## src/rtl/alu_pkg.sv

```systemverilog
// Shared opcode map, opcode width and FSM state encoding for the multi-cycle ALU.
// Latency: n/a (declarations only).
// Backpressure: n/a.
package alu_pkg;

  localparam int OP_W = 4;

  localparam logic [OP_W-1:0] OP_ADD  = 4'd0;
  localparam logic [OP_W-1:0] OP_SUB  = 4'd1;
  localparam logic [OP_W-1:0] OP_AND  = 4'd2;
  localparam logic [OP_W-1:0] OP_OR   = 4'd3;
  localparam logic [OP_W-1:0] OP_XOR  = 4'd4;
  localparam logic [OP_W-1:0] OP_NOR  = 4'd5;
  localparam logic [OP_W-1:0] OP_SLL  = 4'd6;
  localparam logic [OP_W-1:0] OP_SRL  = 4'd7;
  localparam logic [OP_W-1:0] OP_SRA  = 4'd8;
  localparam logic [OP_W-1:0] OP_SLT  = 4'd9;
  localparam logic [OP_W-1:0] OP_SLTU = 4'd10;
  localparam logic [OP_W-1:0] OP_MULU = 4'd11;

  typedef enum logic [1:0] {
    IDLE = 2'd0,
    BUSY = 2'd1,
    DONE = 2'd2
  } state_t;

endpackage

```

## src/rtl/alu_core.sv

```systemverilog
// Combinational ALU for all single-cycle opcodes plus undefined-op detection.
// Latency: 0 cycles (pure combinational).
// Backpressure: none; the enclosing FSM decides when the result is captured.
module alu_core
  import alu_pkg::*;
#(
  parameter int WIDTH = 32,
  parameter int OPW   = OP_W
) (
  input  logic [WIDTH-1:0] a,
  input  logic [WIDTH-1:0] b,
  input  logic [OPW-1:0]   op,
  output logic [WIDTH-1:0] result,
  output logic             ovf,
  output logic             bad_op
);

  localparam int SHW = $clog2(WIDTH);

  logic [WIDTH-1:0] sum;
  logic [WIDTH-1:0] diff;
  logic [SHW-1:0]   sh;

  // Decode the opcode into a result and flags; undefined codes give zero with bad_op set.
  always_comb begin
    sum    = a + b;
    diff   = a - b;
    sh     = b[SHW-1:0];
    result = '0;
    ovf    = 1'b0;
    bad_op = 1'b0;
    case (op)
      OP_ADD: begin
        result = sum;
        ovf    = (a[WIDTH-1] == b[WIDTH-1]) && (sum[WIDTH-1] != a[WIDTH-1]);
      end
      OP_SUB: begin
        result = diff;
        ovf    = (a[WIDTH-1] != b[WIDTH-1]) && (diff[WIDTH-1] != a[WIDTH-1]);
      end
      OP_AND:  result = a & b;
      OP_OR:   result = a | b;
      OP_XOR:  result = a ^ b;
      OP_NOR:  result = ~(a | b);
      OP_SLL:  result = a << sh;
      OP_SRL:  result = a >> sh;
      OP_SRA:  result = $signed(a) >>> sh;
      OP_SLT:  result[0] = $signed(a) < $signed(b);
      OP_SLTU: result[0] = a < b;
      // The multiply is produced by the shift-add iterator in the parent, not here.
      OP_MULU: result = '0;
      default: bad_op = 1'b1;
    endcase
  end

endmodule

```

## src/rtl/alu_mc.sv

```systemverilog
// Multi-cycle ALU: valid/ready wrapper around alu_core plus a shift-add unsigned multiplier.
// Latency: 1 cycle for ops 0-10 and undefined ops, WIDTH+1 cycles for MULU.
// Backpressure: result held in DONE until out_ready; in_ready low while BUSY or DONE without out_ready.
module alu_mc
  import alu_pkg::*;
#(
  parameter int WIDTH = 32,
  parameter int OPW   = OP_W
) (
  input  logic             clk,
  input  logic             reset,
  input  logic             in_valid,
  output logic             in_ready,
  input  logic [WIDTH-1:0] a,
  input  logic [WIDTH-1:0] b,
  input  logic [OPW-1:0]   op,
  output logic             out_valid,
  input  logic             out_ready,
  output logic [WIDTH-1:0] c,
  output logic             zero,
  output logic             ovf,
  output logic             bad_op
);

  if (WIDTH < 4) begin : g_width_check
    $error("alu_mc: WIDTH must be at least 4");
  end

  localparam int            CW       = $clog2(WIDTH + 1);
  localparam logic [CW-1:0] CNT_LOAD = CW'(WIDTH);

  state_t           state;
  logic [CW-1:0]    counter;
  logic [WIDTH-1:0] acc;
  logic [WIDTH-1:0] mcand;
  logic [WIDTH-1:0] mplier;
  logic [WIDTH-1:0] core_result;
  logic             core_ovf;
  logic             core_bad_op;
  logic             accept;

  alu_core #(
    .WIDTH(WIDTH),
    .OPW  (OPW)
  ) u_core (
    .a     (a),
    .b     (b),
    .op    (op),
    .result(core_result),
    .ovf   (core_ovf),
    .bad_op(core_bad_op)
  );

  // A new op can enter when idle, or when the held result leaves on this same edge.
  assign in_ready  = (state == IDLE) || ((state == DONE) && out_ready);
  // Masked during reset so a stale DONE is never presented while reset is held.
  assign out_valid = (state == DONE) && !reset;
  assign accept    = in_valid && in_ready;

  // Single FSM process: handshakes, single-cycle capture and the MULU shift-add iterator.
  always_ff @(posedge clk) begin
    if (reset) begin
      state   <= IDLE;
      c       <= '0;
      zero    <= 1'b0;
      ovf     <= 1'b0;
      bad_op  <= 1'b0;
      counter <= '0;
      acc     <= '0;
    end else begin
      case (state)
        IDLE, DONE: begin
          if (accept) begin
            if (op == OP_MULU) begin
              mcand   <= a;
              mplier  <= b;
              acc     <= '0;
              counter <= CNT_LOAD;
              state   <= BUSY;
            end else begin
              c      <= core_result;
              zero   <= (core_result == '0);
              ovf    <= core_ovf;
              bad_op <= core_bad_op;
              state  <= DONE;
            end
          end else if ((state == DONE) && out_ready) begin
            state <= IDLE;
          end
        end
        BUSY: begin
          if (counter == '0) begin
            // All WIDTH steps are done; the low WIDTH bits of the product sit in acc.
            c      <= acc;
            zero   <= (acc == '0);
            ovf    <= 1'b0;
            bad_op <= 1'b0;
            state  <= DONE;
          end else begin
            if (mplier[0]) acc <= acc + mcand;
            mcand   <= mcand << 1;
            mplier  <= mplier >> 1;
            counter <= counter - CW'(1);
          end
        end
        default: state <= IDLE;
      endcase
    end
  end

endmodule

```

## config.mk

```make
export PLATFORM = sky130hd
export DESIGN_NAME = alu_mc
export DESIGN_NICKNAME = d
export VERILOG_FILES = /design/src/rtl/alu_pkg.sv /design/src/rtl/alu_core.sv /design/src/rtl/alu_mc.sv
export SDC_FILE = /design/constraint.sdc
export NUM_CORES = 1
export LEC_CHECK = 0
export CORE_MARGIN = 2
export CORE_UTILIZATION = 56
export CTS_BUF_LIST = sky130_fd_sc_hd__clkbuf_4 sky130_fd_sc_hd__clkbuf_8 sky130_fd_sc_hd__clkbuf_16
export CTS_CLUSTER_DIAMETER = 50
export CTS_CLUSTER_SIZE = 14
export DETAILED_ROUTE_END_ITERATION = 6
export HOLD_SLACK_MARGIN = 0.12
export PLACE_DENSITY = 0.83
export SLEW_MARGIN = 25
export SYNTH_ARGS = -nofsm -noshare
export SYNTH_HDL_FRONTEND = slang
export SYNTH_HIERARCHICAL = 1
export SYNTH_SLANG_ARGS = --single-unit
```

## constraint.sdc

```tcl
create_clock -name clk -period 5.34 [get_ports clk]
set_input_delay 1.068 -clock clk [delete_from_list [all_inputs] [get_ports clk]]
set_output_delay 1.068 -clock clk [all_outputs]
set_load 0.02 [all_outputs]
```

==> results.toml, run 1 <==
[run_status]
status = "completed"

[timing]
finClkSkew_ns = 0.01798
fin_crit_ns = 5.068
maxSlewViolCount = 0
max-slew-margin-rel_pct = 31.31
fmax_mhz = 197.3
setup-violations-final = 0
rsz0062_at_grt = "no"
final.setup.tns_ns = 0
tightest_slew_ns = 1.022
fin_crit_sh_pct = 94.90
hold_violations = 0
holdWs_ns = 0.4941

[setup_path]
crit_path_end_kind = "flip-flop"
worst-path-max-fanout = 6
ff2ff_path_depth = 5
r2r-start = "state[0]"
critPathLaunchType = "primary input"
crit_required_ns = 5.71
r2r_end = "acc[24]"
rrSetupSlack_ns = 2.19
cp_data_arrival_time_ns = 5.44
crit_type = "primary input to flip-flop"

[global_route]
grtUsageTotal_pct = 43.33
grt_start_max_net_pins = 79
grt_pass1_wl_mm = 102.2
first_global_vias = 17856
grt-ovfl-total = 0
antenna_found_initial = 1

[place]
dp_cells = 2780
hpwl_mm = 50.14
io_buffer_count = 108
place_area_mm2 = 0.01929
gp_congestion = 1.057

[die]
design.portCount = 109
fp.dieArea_mm2 = 0.03033
die_h_um = 174.2
coreArea_mm2 = 0.02863
initial_core_util_pct = 56.64
dieWidth_um = 174.2
core.rowCount = 62

[synth]
synth_seq_cells = 139
syn_area_mm2 = 0.01621
ys_async_sr_fraction_pct = 0
ys_seq_area_share_pct = 21.11
synth_cell_type_count = 98
synth_edf_count = 64
netlist_instances = 2172
synth-main-ff-cell = "dfxtp_1"
synth_nets = 2377
syn_avg_cell_area_um2 = 7.465
yosysWarnings = 6

[routing]
drt_pass1_iterations = 6
ant_nets = 0
wl_per_cell_um = 23.85
vias = 19000
viasPerCell = 6.754
drc_errors = 0
drtIter0Drc = 2591
finalWirelength_mm = 67.09

[clock_tree]
postCtsSetupBuffers = 0
clk_latency_ns = 0.47
cts.sinks = 139
cts_buffers = 17
cts_buffer_depth = 2
htree_levels = 4
cts-root-buf = "clkbuf_16"
cts_tree = "built"
clk_pin_slew_ns = 0.07

[power_and_ir_drop]
irDropWorstVdd_v = 0.0002259
power_leakage_nw = 8.587
p_per_area_mw_per_mm2 = 198.0

[final_layout]
fin_cells = 2813
drive_above_1_share_pct = 17.46
syn_to_final_growth_pct = 23.11
multi_input_area_mm2 = 0.01189
layout.nets = 2620
seq_area_mm2 = 0.003423
fillers = 2338
fin_area_mm2 = 0.01996

[min_path]
min-delay-start = "acc[30]"
hold_depth = 2
min_to = "acc[30]"
hold_class = "flip-flop to flip-flop"

[run]
cap_violations = 0
==> placed cells by master, fill, tap and decap left out, drive strengths merged, types with 11 or more instances in the layout <==
master         instances
o31ai                 21
a31oi                 18
nor3                  40
nand2                381
mux2i                 45
a221o                 12
nor4                  22
a211oi                31
nand3                 36
ha                   130
buf                  274
o221ai                12
xor2                  12
o211ai                24
o21ai                127
and3                  12
inv                  119
a21oi                165
o2111ai               13
nand4                 12
xnor2                 16
nand2b                22
nor2                 257
a22oi                 33
mux4                  45
a21o                  31
dfxtp                 75
a211o                 11
edfxtp                64
a221oi                25
o21bai                21
clkdlybuf4s50        101
a311oi                40
nor2b                 12
clkbuf                19
==> registers in the layout (all words and copies together), names as in the netlist <==
signal   count
mcand       32
acc         32
counter      6
state        2
mplier      32
ovf          1
bad_op       1
c           32
zero         1
==> final cells by class <==
type | instances | share of cell area [%]
Antenna cell | 1 | 0.01254
Clock buffer | 19 | 2.326
Clock inverter | 13 | 0.6206
Inverter | 111 | 2.094
Multi-Input combinational cell | 1770 | 59.58
Sequential cell | 139 | 17.15
Tap cell | 384 | 2.407
Timing Repair Buffer | 376 | 15.81
==> per-layer routing <==
| layer | GRT usage, % | up-vias | routed length, um |
|---|---|---|---|
| li1 | - | 8464 | - |
| met4 | 18.87 | 0 | 3330 |
| met2 | 68.21 | 1297 | 29490 |
| met3 | 10.41 | 260 | 8013 |
| met5 | 0 | - | 0 |
| met1 | 56.73 | 8979 | 26250 |
==> power by group <==
part           total (mW)  internal, mW  switching (mW)
registers            1.17          1.15          0.0191
logic                1.55         0.643           0.906
clock network        1.24         0.656           0.579
total                3.95          2.45            1.50
==> synth_stat cells (21+ instances only) <==
cell	instances	area share [%]
nand2b_1	22	0.85
dfxtp_1	75	9.3
a211oi_1	30	1.4
nor2_1	257	6.0
nor3_1	39	1.2
o21bai_1	21	0.97
a22oi_1	33	1.5
a311oi_1	38	2.1
mux2i_1	45	2.8
clkbuf_1	120	2.8
inv_1	102	2.4
nor4_1	22	0.85
a21oi_1	163	5.0
o21ai_0	107	3.3
o211ai_1	23	1.1
a21o_1	31	1.4
a221oi_1	25	1.4
mux4_2	45	6.3
ha_1	130	10
edfxtp_1	64	12
nand2_1	381	8.8
nand3_1	36	1.1
==> worst max path at each step <==
stage / cells past startpoint / slack (ns) / endpoint / start
6_report: 21 / 0.27 / zero / a[1]
5_1_grt: 21 / 0.04 / zero / a[1]
4_1_cts: 19 / 0.002 / zero / a[0]
3_5_place_dp: 19 / -0.46 / zero / a[0]
3_3_place_gp: 19 / -0.30 / zero / a[0]
2_1_floorplan: 20 / 0.01 / zero / b[3]
==> critical path, stage by stage <==
cell and delay [ns]:
clkdlybuf4s50_1 0.53, buf_4 0.18, inv_1 0.07, ha_1 0.33
a211oi_1 0.10, nor2_1 0.24, a31o_2 0.24, o21ai_1 0.08
buf_4 0.15, a2111oi_2 0.64, o21ai_0 0.23, buf_4 0.19
and3_1 0.18, a21oi_1 0.12, a2bb2oi_1 0.14, nor4_2 0.17
nand4_1 0.15, nor3_2 0.13, buf_4 0.15, nand4_1 0.07
a311oi_1 0.25
==> logic make-up (layout without fill, tap and decap cells) <==
group	after synthesis	after routing	synth area share, %
buffers and inverters	263	519	6.413
adders and majority gates	133	133	10.40
and+or+nand+nor	850	850	22.86
AOI/OAI and AO/OA	662	662	28.18
muxes	97	97	9.515
xor gates and xnor gates	28	28	1.513
DFF	139	139	21.11
other	0	1	0
==> metrics by stage <==
step	worst slack, ns	utilization, %	power, mW
after global placement	-0.3005	67.37	2.642
after detailed placement	-0.4556	67.37	2.659
after CTS	0.001931	69.43	3.877
final	0.2723	69.73	3.951
after global routing	0.04414	69.72	4.075
after floorplan	0.01051	-	1.985
==> timing repair <==
item                                   CTS  global route
setup endpoints to repair                0             1
endpoints found under the hold margin    0             0
hold buffers                             0             0
gates resized for setup                  0            19
Note: power is estimated with default switching activity, not from simulation.
==> inputs of run 2 (changes only) <==
--- a/config.mk
+++ b/config.mk
@@ -5,14 +5,16 @@
 export SDC_FILE = /design/constraint.sdc
 export NUM_CORES = 1
 export LEC_CHECK = 0
+export CELL_PAD_IN_SITES_DETAIL_PLACEMENT = 1
+export CELL_PAD_IN_SITES_GLOBAL_PLACEMENT = 2
 export CORE_MARGIN = 2
-export CORE_UTILIZATION = 56
+export CORE_UTILIZATION = 33
 export CTS_BUF_LIST = sky130_fd_sc_hd__clkbuf_4 sky130_fd_sc_hd__clkbuf_8 sky130_fd_sc_hd__clkbuf_16
 export CTS_CLUSTER_DIAMETER = 50
 export CTS_CLUSTER_SIZE = 14
 export DETAILED_ROUTE_END_ITERATION = 6
 export HOLD_SLACK_MARGIN = 0.12
-export PLACE_DENSITY = 0.83
+export PLACE_DENSITY_LB_ADDON = 0.1
 export SLEW_MARGIN = 25
 export SYNTH_ARGS = -nofsm -noshare
 export SYNTH_HDL_FRONTEND = slang
==> run 2 against run 1 <==
Compared with the run above: power increased by 4.2%; sequential power about the same; first-iteration DRC count decreased by 33%; clock power about the same; non-clock buffer count increased by 91; critical path type unchanged; critical endpoint unchanged; largest power group unchanged.
==> results.toml, run 2 (synthesis gave the netlist of run 1 again) <==
[min_path]
hold_class = "flip-flop to flip-flop"

[routing]
vias = 18612
ant_nets = 0
drtIter0Drc = 1728
drc_errors = 0
wl_per_cell_um = 25.29
finalWirelength_mm = 80.49
drt_pass1_iterations = 6
viasPerCell = 5.847

[setup_path]
crit_path_end_kind = "flip-flop"
crit_required_ns = 5.73
cpMostUsedCell = "buf_4"
critPathLaunchType = "primary input"
worst-path-max-fanout = 9
slowest_stage = "clkdlybuf4s50_1"
crit_type = "primary input to flip-flop"
critPathMaxStageDelay_ns = 0.45
cp_data_arrival_time_ns = 5.52
cp_cell_sequence = "clkdlybuf4s50_1, buf_4, ha_2, a211oi_2, nor2_2, o311ai_2, buf_4, a31oi_2, o41a_1, a211oi_4, o31ai_2, a21o_1, a2111o_1, nor4_4, nand4_1, nor3_2, buf_4, nand4_1, a311oi_1"

[clock_tree]
cts_buffer_depth = 2
clk_pin_slew_ns = 0.07
cts-root-buf = "clkbuf_16"
cts_tree = "built"
clk_latency_ns = 0.50
htree_levels = 4
cts_buffers = 17
cts.sinks = 139

[timing]
hold_violations = 0
setup_ws_ns = 0.2152
holdWs_ns = 0.4967
fin_crit_sh_pct = 95.97
rsz0062_at_grt = "no"
final.setup.tns_ns = 0
setup-violations-final = 0
finClkSkew_ns = 0.01782
fmax_mhz = 195.1
tightest_slew_ns = 1.011
fin_crit_ns = 5.125
max-slew-margin-rel_pct = 32.60
maxSlewViolCount = 0

[die]
coreArea_mm2 = 0.04875
die_h_um = 225.7
core.rowCount = 81
design.portCount = 109
initial_core_util_pct = 33.26
fp.dieArea_mm2 = 0.05092
dieWidth_um = 225.7

[run]
cap_violations = 0

[run_status]
status = "completed"

[power_and_ir_drop]
irDropWorstVdd_v = 0.0002412
power_leakage_nw = 9.072
p_per_area_mw_per_mm2 = 194.8
power_mw = 4.118

[place]
dp_cells = 3149
pre_cts_ws_ns = -0.9961
hpwl_mm = 63.02
gp_congestion = 0.9576
io_buffer_count = 108

[final_layout]
drive_above_1_share_pct = 20.80
layout.nets = 2711
fillers = 5978
multi_input_area_mm2 = 0.01200
diodes = 0
syn_to_final_growth_pct = 30.42
seq_area_mm2 = 0.003423
final_cell_mix = "381 x nand2_1, 348 x buf_4, 255 x nor2_1"
layout_commonest_cell = "nand2_1"
fin_cells = 3183

[global_route]
grt_pass1_wl_mm = 120.6
grt_start_max_net_pins = 86
antenna_found_initial = 0
grt-ovfl-total = 0
first_global_vias = 18869
grtUsageTotal_pct = 31.72
==> run 2: changes by cell type in the layout (fill, tap and decap cells not counted), moves of 2 or more <==
cell	previous run	this run
nor4_1	18	16
clkbuf_4	0	2
inv_4	1	3
ha_4	0	2
clkdlybuf4s50_1	101	99
inv_8	4	0
buf_12	7	11
dlymetal6s2s_1	1	3
buf_4	262	348
a31oi_1	18	16
clkinv_4	1	3
inv_6	4	2
ha_1	129	126
==> run 2: through the flow <==
stage	util, %	instance area (um2)
after detailed placement	41.75	20350
after global routing	43.38	21150
after global placement	41.75	20350
after floorplan	-	16220
final	43.38	21150
after CTS	43.13	21020
==> run 2: what timing repair did <==
item                                    4_1_cts  5_1_grt
gates resized for setup                      15       21
pin swaps                                     8       16
hold buffers                                  0        0
endpoints found under the setup margin        1        1
buffers inserted                              1        1
==> run 2: path summary, 6_finish.rpt <==
path	cells past startpoint	endpoint	slack, ns	start
worst max-delay path	19	zero	0.22	a[2]
worst min-delay path	2	counter[3]	0.50	counter[3]
worst max register to register	6	acc[24]	1.95	state[0]
worst min register to register	2	counter[3]	0.50	counter[3]
==> run 2: layer usage <==
| metal | track usage, % | share of wire (%) | vias to the layer above |
|---|---|---|---|
| met3 | 5.061 | 5.5 | 102 |
| met1 | 43.58 | 46 | 9287 |
| li1 | - | - | 8623 |
| met2 | 50.77 | 45 | 600 |
| met5 | 0 | 0 | - |
| met4 | 10.19 | 3.0 | 0 |
==> run 2: layout make-up <==
cell class                      count  share of cell area [%]
Timing Repair Buffer              467                   18.43
Multi-Input combinational cell   1770                   56.73
Clock buffer                       22                   2.385
Sequential cell                   139                   16.19
Clock inverter                     10                  0.3550
Tap cell                          664                   3.929
Inverter                          111                   1.976
==> run 2: power by group <==
part	internal, mW	total (mW)	switching, mW	leakage [nW]
clock network	0.676	1.26	0.583	0.289
logic	0.717	1.69	0.974	7.59
registers	1.15	1.17	0.0210	1.19
total	2.54	4.12	1.58	9.07
==> run 2: critical path: cells and delay by family <==
family	cells	cell delay [ns]
AOI/OAI and AO/OA	9	2.35
buffers and inverters	4	0.98
and+or+nand+nor	5	0.92
adders and majority gates	1	0.21
==> inputs of run 3 (changes only) <==
--- a/config.mk
+++ b/config.mk
@@ -15,6 +15,7 @@
 export DETAILED_ROUTE_END_ITERATION = 6
 export HOLD_SLACK_MARGIN = 0.12
 export PLACE_DENSITY_LB_ADDON = 0.1
+export SETUP_SLACK_MARGIN = 0.05
 export SLEW_MARGIN = 25
 export SYNTH_ARGS = -nofsm -noshare
 export SYNTH_HDL_FRONTEND = slang
==> run 3 against run 2 <==
Compared with the run above: sequential cell count did not move; die area did not move; wire length shrank 0.72%; critical path type unchanged; critical endpoint unchanged.
==> results.toml, run 3 (synthesis gave the netlist of run 1 again) <==
[run_status]
status = "completed"

[setup_path]
crit_type = "primary input to flip-flop"
crit_required_ns = 5.72
critPathMaxStageDelay_ns = 0.54
rrSetupSlack_ns = 2.04
cpLargestDelayFamily = "compound AO/OA/AOI/OAI gates"
slowest_stage = "o32ai_1"
crit_buf_inv = 4
cp_cell_sequence = "clkdlybuf4s50_1, buf_4, mux4_2, nand2_1, and3_1, a211oi_1, o32ai_1, buf_4, o2111ai_1, a2111oi_1, nor2_1, nor4_2, nand4_1, nor3_4, buf_4, nand4_1, a311oi_1"
crit_path_end_kind = "flip-flop"
worst-path-max-fanout = 7
cp_data_arrival_time_ns = 5.50
cpMostUsedCell = "buf_4"
critPathLaunchType = "primary input"

[routing]
ant_nets = 0
wl_per_cell_um = 25.09
drtIter0Drc = 1390
finalWirelength_mm = 79.91
drt_pass1_iterations = 6
drc_errors = 0
viasPerCell = 5.846
vias = 18621

[power_and_ir_drop]
irDropWorstVdd_v = 0.0002231
p_per_area_mw_per_mm2 = 196.2
power_mw = 4.163
power_leakage_nw = 9.095

[clock_tree]
cts_tree = "built"
cts-root-buf = "clkbuf_16"
htree_levels = 4
cts.sinks = 139
cts_buffers = 17
clk_latency_ns = 0.49
clk_pin_slew_ns = 0.07
cts_buffer_depth = 2
postCtsHoldBufs = 0

[global_route]
met1_usage_pct = 43.21
grt_busiest_layer = "met2"
first_global_vias = 18918
grt_start_max_net_pins = 82
met2_usage_pct = 50.20
antenna_found_initial = 2
grtUsageTotal_pct = 31.49
grt_pass1_wl_mm = 120.3
grt_use_met3_pct = 5.464
grt-ovfl-total = 0

[timing]
final.setup.tns_ns = 0
max-slew-margin-rel_pct = 37.31
setup_ws_ns = 0.2264
hold_violations = 0
finClkSkew_ns = 0.02659
fin_crit_ns = 5.114
maxSlewViolCount = 0
fin_crit_sh_pct = 95.76
fmax_mhz = 195.6
holdWs_ns = 0.5008
setup-violations-final = 0
tightest_slew_ns = 0.9403
rsz0062_at_grt = "no"

[die]
fp.dieArea_mm2 = 0.05092
design.portCount = 109
die_h_um = 225.7
dieWidth_um = 225.7
core.rowCount = 81
initial_core_util_pct = 33.26
coreArea_mm2 = 0.04875

[place]
pre_cts_ws_ns = -0.7680
io_buffer_count = 108
gp_congestion = 0.9574
dp_cells = 3148
hpwl_mm = 62.78

[run]
cap_violations = 0

[final_layout]
layout.nets = 2712
fillers = 5940
layout_commonest_cell = "nand2_1"
fin_cells = 3185
drive_above_1_share_pct = 21.23
syn_to_final_growth_pct = 30.88
final_cell_mix = "380 x nand2_1, 350 x buf_4, 253 x nor2_1"

[min_path]
hold_class = "flip-flop to flip-flop"
run 3: changes by cell type in the layout (fill, tap and decap cells not counted), moves of 2 or more:
cell       before  now
inv_4           3    1
a21oi_1       163  161
clkbuf_4        2    0
inv_6           2    5
clkbuf_16      19   21
buf_12         11    9
a21oi_2         2    4
buf_4         348  350
nor2_1        255  253
ha_1          126  124
nor2_2          1    3
run 3: metal layers:
layer  part of all wire (%)  wire [um]
met5                  0.018         14
met4                    3.1       2516
met3                    5.3       4226
met2                     45      36100
met1                     46      37050
run 3: area by class of cell:
type	count	area (um2)	area share (%)
antenna	1	2.502	0.01179
clock buffer	22	539.3	2.541
clock inverter	10	83.83	0.3950
inverter	111	417.9	1.969
multi-input combinational	1770	12040	56.76
sequential	139	3423	16.13
tap	664	830.8	3.915
timing repair buffer	468	3879	18.28
run 3: worst paths after layout:
kind / start / end / cells past startpoint
setup / recovery: a[23] / zero / 17
hold / removal: c[10] / c[10] / 2
setup reg to reg: state[0] / acc[24] / 6
hold reg to reg: c[10] / c[10] / 2
run 3: repair_timing:
item	4_1_cts	5_1_grt
resized for setup	17	36
cloned	0	0
setup buffers	0	4
pin swaps	7	21
endpoints found under the setup margin	1	1
run 3: report_power, final:
part           total, mW  switching [mW]  internal [mW]
combinational       1.70           0.981          0.715
sequential          1.17          0.0200           1.15
clock               1.30           0.569          0.729
total               4.16            1.57           2.59
run 3: worst min-delay path: cells and delay by family, from the launching register on:
kind / cells / cell delay (ns)
AND/OR/NAND/NOR: 1 / 0.10
AO/OA/AOI/OAI: 1 / 0.05
flip-flops: 1 / 0.31
run 3: metrics by stage:
stage	area (um2)	utilization, %
2_1_floorplan	16220	-
3_3_place_gp	20320	41.69
3_5_place_dp	20320	41.69
4_1_cts	21020	43.13
5_1_grt	21220	43.53
6_report	21220	43.53
